**src/rtl/readout_rx_integrator_pkg.sv**
```systemverilog
// readout_rx_integrator_pkg: shared widths and FSM encoding for the readout RX integrator and result buffer
package readout_rx_integrator_pkg;
  localparam int IQ_WIDTH_DEF  = 16;
  localparam int LEN_WIDTH_DEF = 10;
  localparam int ACC_WIDTH_DEF = 26;
  localparam logic [1:0] ST_IDLE  = 2'd0;
  localparam logic [1:0] ST_ACCUM = 2'd1;
  localparam logic [1:0] ST_DONE  = 2'd2;
  typedef enum logic [1:0] {IDLE = ST_IDLE, ACCUM = ST_ACCUM, DONE = ST_DONE} state_t;
endpackage

```
**src/rtl/readout_rx_accumulator.sv**
```systemverilog
// readout_rx_accumulator: signed accumulator with synchronous clear and enable
module readout_rx_accumulator #(
  parameter int IN_WIDTH  = 16,
  parameter int ACC_WIDTH = 26
) (
  input  logic                        clk,
  input  logic                        rst_n,
  input  logic                        clr,
  input  logic                        en,
  input  logic signed [IN_WIDTH-1:0]  din,
  output logic signed [ACC_WIDTH-1:0] acc
);
  logic signed [ACC_WIDTH-1:0] din_ext;
  assign din_ext = {{(ACC_WIDTH-IN_WIDTH){din[IN_WIDTH-1]}}, din};
  // clear wins over accumulate so a new window always starts from zero
  always_ff @(posedge clk or negedge rst_n)
    if (!rst_n) acc <= '0;
    else acc <= clr ? '0 : en ? acc + din_ext : acc;
endmodule

```
**src/rtl/readout_rx_integrator.sv**
```systemverilog
// readout_rx_integrator: integrates calibrated I/Q over a window and thresholds I into a state bit
module readout_rx_integrator
  import readout_rx_integrator_pkg::*;
#(
  parameter int IQ_WIDTH  = IQ_WIDTH_DEF,
  parameter int LEN_WIDTH = LEN_WIDTH_DEF,
  parameter int ACC_WIDTH = ACC_WIDTH_DEF
) (
  input  logic                        clk,
  input  logic                        rst_n,
  input  logic                        start,
  input  logic                        abort,
  input  logic [LEN_WIDTH-1:0]        int_len,
  input  logic signed [ACC_WIDTH-1:0] threshold,
  input  logic signed [IQ_WIDTH-1:0]  i_in,
  input  logic signed [IQ_WIDTH-1:0]  q_in,
  input  logic                        valid_in,
  output logic signed [ACC_WIDTH-1:0] i_acc_out,
  output logic signed [ACC_WIDTH-1:0] q_acc_out,
  output logic                        state_out,
  output logic                        valid_out,
  output logic                        busy
);
  state_t state, state_nxt;
  logic [LEN_WIDTH-1:0] len_q, cnt;
  logic signed [ACC_WIDTH-1:0] thr_q, acc_i, acc_q;
  logic go, en, last;
  // a start is only taken in IDLE and not while the previous result is still being presented
  assign go   = state == IDLE && start && !valid_out;
  assign en   = state == ACCUM && valid_in && !abort;
  assign last = cnt == len_q - LEN_WIDTH'(1);
  assign busy = state == ACCUM;
  readout_rx_accumulator #(.IN_WIDTH(IQ_WIDTH), .ACC_WIDTH(ACC_WIDTH)) u_acc_i (
    .clk(clk), .rst_n(rst_n), .clr(go), .en(en), .din(i_in), .acc(acc_i)
  );
  readout_rx_accumulator #(.IN_WIDTH(IQ_WIDTH), .ACC_WIDTH(ACC_WIDTH)) u_acc_q (
    .clk(clk), .rst_n(rst_n), .clr(go), .en(en), .din(q_in), .acc(acc_q)
  );
  // next-state logic; abort beats a same-cycle final sample
  always_comb begin
    state_nxt = state;
    unique case (state)
      IDLE:    state_nxt = go ? (int_len == '0 ? DONE : ACCUM) : IDLE;
      ACCUM:   state_nxt = abort ? IDLE : (valid_in && last) ? DONE : ACCUM;
      DONE:    state_nxt = IDLE;
      default: state_nxt = IDLE;
    endcase
  end
  // state register
  always_ff @(posedge clk or negedge rst_n)
    if (!rst_n) state <= IDLE;
    else state <= state_nxt;
  // window parameters latched on start, sample counter advanced per accepted sample
  always_ff @(posedge clk or negedge rst_n)
    if (!rst_n) begin
      len_q <= '0;
      thr_q <= '0;
      cnt   <= '0;
    end else if (go) begin
      len_q <= int_len;
      thr_q <= threshold;
      cnt   <= '0;
    end else if (en) begin
      cnt <= cnt + LEN_WIDTH'(1);
    end
  // publish the window result on leaving DONE; outputs hold otherwise
  always_ff @(posedge clk or negedge rst_n)
    if (!rst_n) begin
      valid_out <= 1'b0;
      i_acc_out <= '0;
      q_acc_out <= '0;
      state_out <= 1'b0;
    end else begin
      valid_out <= state == DONE;
      if (state == DONE) begin
        i_acc_out <= acc_i;
        q_acc_out <= acc_q;
        state_out <= acc_i > thr_q;
      end
    end
endmodule

```
**config.mk**
```make
export PLATFORM = sky130hd
export DESIGN_NAME = readout_rx_integrator
export DESIGN_NICKNAME = d
export VERILOG_FILES = /design/src/rtl/readout_rx_integrator_pkg.sv /design/src/rtl/readout_rx_accumulator.sv /design/src/rtl/readout_rx_integrator.sv
export SDC_FILE = /design/constraint.sdc
export NUM_CORES = 1
export LEC_CHECK = 0
export ABC_AREA = 1
export BUFFER_PORTS_ARGS = -buffer_cell sky130_fd_sc_hd__buf_2
export CORE_MARGIN = 2
export CORE_UTILIZATION = 55
export CTS_CLUSTER_DIAMETER = 100
export DETAILED_ROUTE_END_ITERATION = 16
export HOLD_SLACK_MARGIN = 0.05
export PLACE_DENSITY = 0.76
export SYNTH_ARGS = -nofsm -noshare
export SYNTH_HDL_FRONTEND = slang
export SYNTH_SLANG_ARGS = --single-unit
export TNS_END_PERCENT = 100
```
**constraint.sdc**
```tcl
create_clock -name clk -period 2 [get_ports clk]
set_input_delay 0.1 -clock clk [delete_from_list [all_inputs] [get_ports clk]]
set_output_delay 0.1 -clock clk [all_outputs]
set_load 0.01 [all_outputs]
```
==> impl_metrics.tcl <==
set metrics [dict create \
    track_usage_pct 28.9 \
    antenna_found_initial 0 \
    maxCapViolCount 0 \
    gp_congestion 0.947 \
    whs_ns 0.0940 \
    final_hold_viol_count 0 \
    ys_ff_latch 154 \
    p_sw_w 0.00443 \
    maxSlewHeadroom_pct 53.3 \
    synth_cells 1433 \
    required_ns 2.32 \
    cp_max_fo 5 \
    place_ws_ns 0.0204 \
    sw_frac_of_total_pct 38.1 \
    peakVddDrop_mv 0.702 \
    status "completed" \
    cts_buffer_depth 2 \
    path_class "reg2reg" \
    fmax_mhz 516 \
    intPower_w 0.00719 \
    antenna_cells 0 \
    ys_warn_count 0 \
    design_area_um2 12300 \
    initial_core_util_pct 56.1 \
    tightest_slew_ns 0.699 \
    cts_tree "yes" \
    first_pass_iters 7 \
    rows 49 \
    dpl_cell_area_um2 11100 \
    yosysSeqAreaShare_pct 38.4 \
    synthDistinctLibCells 33 \
    synthAdderAreaFrac_pct 10.1 \
    finalNetCount 1773 \
    grt.overflow.total 0 \
    synth-simple-area-share_pct 29.5 \
    grt_max_degree 84 \
    synth-compound-area-share_pct 12.9 \
    power_w 0.0116 \
    drive_above_1_share_pct 15.0 \
    finalSetupViolations 0 \
    finalMaxSlewViolations 0 \
    grt_pass1_vias 9341 \
    p_leak_nw 6.68 \
    die-area_um2 19300 \
    yosys.area.top_type "dfrtp_1" \
    routed_via_density 5.37 \
    wl_mm 28.0 \
    cp-start-kind "flop" \
    die_height_um 139 \
    synth_top_family_by_area "simple AND/OR/NAND/NOR gates" \
    crit_arrival_ns 2.26 \
    grt_first_pass_wirelength_mm 45.1 \
    htreeDepth 4 \
    ant_nets 0 \
    cts_buffers 17 \
    routedWlPerCell_um 15.1 \
    die-width_um 139 \
    area_growth_pct 22.6 \
    synth_top_cell_area_share_pct 38.4 \
    finalCritPeriodShare_pct 97.0 \
    dp_hpwl_mm 20.5 \
    powerDensity_nw_per_um2 945 \
    synthesis.nets 1586 \
    synthTopCellsByArea "dfrtp_1, nand2_1, ha_1" \
    fin_crit_ns 1.94 \
    clock-sinks 154 \
    p_seq_share_pct 33.5 \
    cts-root-buf "clkbuf_16" \
    rsz0062_at_grt "yes" \
    vias 9991 \
    combPwrFrac_pct 38.3 \
    drt-initial-drc-count 709 \
    synth_xor_area_share_pct 0.873 \
    fin_skew_ns 0.00995 \
    clk_pin_slew_worst_paths_ns 0.07 \
    power_frac_clock_pct 28.2 \
    port_buffers 127 \
    drc_errors 0 \
    coreArea_um2 17900 \
    tns_ns 0 \
    syn_avg_cell_area_um2 7.00 \
    syn_area_um2 10000 \
    muxShareOfSynthArea_pct 0 \
    clkLatencyLatePin_ns 0.42 \
    setup_ws_ns 0.0608 \
    hp-class "in2reg" \
    endpoint_kind "flop" \
    ios 128 \
]
## per-layer routing
metal	up-vias	wire (um)	track usage (%)
met1	4626	13200	41.3
met5	-	0	0
met3	41	1610	3.63
met2	321	12700	45.9
li1	5003	-	-
met4	0	576	9.68
## synthesized netlist by cell type
library cell	count
o21bai_1	5
nor2_4	1
clkbuf_1	15
buf_1	6
nor3_4	1
nand2_1	510
o22ai_1	17
a21o_1	3
and3_1	1
or2_2	2
o21ai_2	2
nor2_2	1
o21ai_0	133
nand3_1	64
fa_1	2
inv_1	182
ha_1	78
nor3_1	7
dfrtp_1	154
buf_6	1
nand3b_1	4
xnor2_1	1
and2_1	9
inv_2	2
xor2_1	9
nor4_1	2
buf_2	9
nand4_1	25
nor2_1	101
a21oi_1	80
a21boi_0	2
o21a_1	3
o31ai_1	1
## power by group through the flow
stage               Combinational (W)  Clock [W]  Sequential (W)
finish                        0.00445    0.00328         0.00389
global route                  0.00502    0.00346         0.00394
CTS                           0.00416    0.00334         0.00388
detailed placement            0.00406          0         0.00393
global placement              0.00398          0         0.00391
floorplan                     0.00286          0         0.00384
## state kept, by name (all words and copies together), names as in the netlist
name         flops
i_acc_out       26
q_acc_out       26
thr_q           26
u_acc_i.acc     26
u_acc_q.acc     26
cnt             10
len_q           10
state            2
state_out        1
valid_out        1
## final cells by class
| cell class | instances | area [um2] |
|---|---|---|
| clock buffer | 24 | 472 |
| timing repair buffer | 198 | 1330 |
| clock inverter | 7 | 116 |
| multi-input combinational | 1065 | 5560 |
| sequential | 154 | 3850 |
| fill | 1525 | 5600 |
| inverter | 184 | 691 |
| tap | 229 | 287 |
## stage by stage
step           util, %  cells
4_1_cts           67.5   1858
5_1_grt           68.7   1861
6_report          68.7   1861
3_5_place_dp      62.0   1787
2_1_floorplan        -   1433
3_3_place_gp      62.0   1787
## cell usage in the layout, fill, tap and decap left out, types with 3 or more instances in the layout
cell type,netlist,final
buf_12,0,4
a21oi_1,80,71
o21ai_0,133,126
ha_2,0,6
o21a_1,3,3
inv_1,182,180
and2_1,9,9
nor2_4,1,5
a21o_1,3,3
o21ai_1,0,6
inv_2,2,4
clkbuf_16,0,17
a21oi_2,0,9
dfrtp_1,154,154
o21bai_1,5,3
clkbuf_1,15,5
xor2_1,9,9
nor2_1,101,88
dlygate4sd3_1,0,40
ha_1,78,69
bufinv_16,0,3
nor3_1,7,5
nand3_1,64,64
o22ai_1,17,17
nand2_2,0,9
ha_4,0,3
nand2_1,510,501
nand3b_1,4,4
buf_4,0,27
buf_2,9,126
nor2_2,1,11
nand4_1,25,25
## critical path, stage by stage, from the launching register on
cell and delay (ns):
dfrtp_1 0.42, ha_1 0.38, a21oi_1 0.28, o21ai_0 0.23, nand2_1 0.10, nand2_1 0.08, a21oi_1 0.13, nand3_1 0.08
nand3_1 0.09, nand2_1 0.05
## kinds of logic after synthesis
group                      after synthesis
buffers and inverters                  215
adders and majority gates               80
and+or+nand+nor                        728
DFF                                    154
AOI/OAI and AO/OA                      246
xor gates and xnor gates                10
## path summary, 6_finish.rpt
path	startpoint	to	slack, ns	depth (start not counted)
min reg2reg	q_acc_out[24]	q_acc_out[24]	0.47	2
min	q_in[0]	u_acc_q.acc[0]	0.09	4
max reg2reg	u_acc_q.acc[20]	u_acc_q.acc[25]	0.06	9
max in group asynchronous	rst_n	q_acc_out[14]	1.13	3
min in group asynchronous	rst_n	q_acc_out[2]	0.22	2
max	u_acc_q.acc[20]	u_acc_q.acc[25]	0.06	9
## repair_timing
action                                  in CTS  in global routing
endpoints found under the setup margin       0                 41
setup buffers                                0                  2
hold endpoints to repair                    90                  0
resized for setup                            0                 60
hold buffers                                40                  0
No activity file was read; power rests on OpenSTA's default activity.
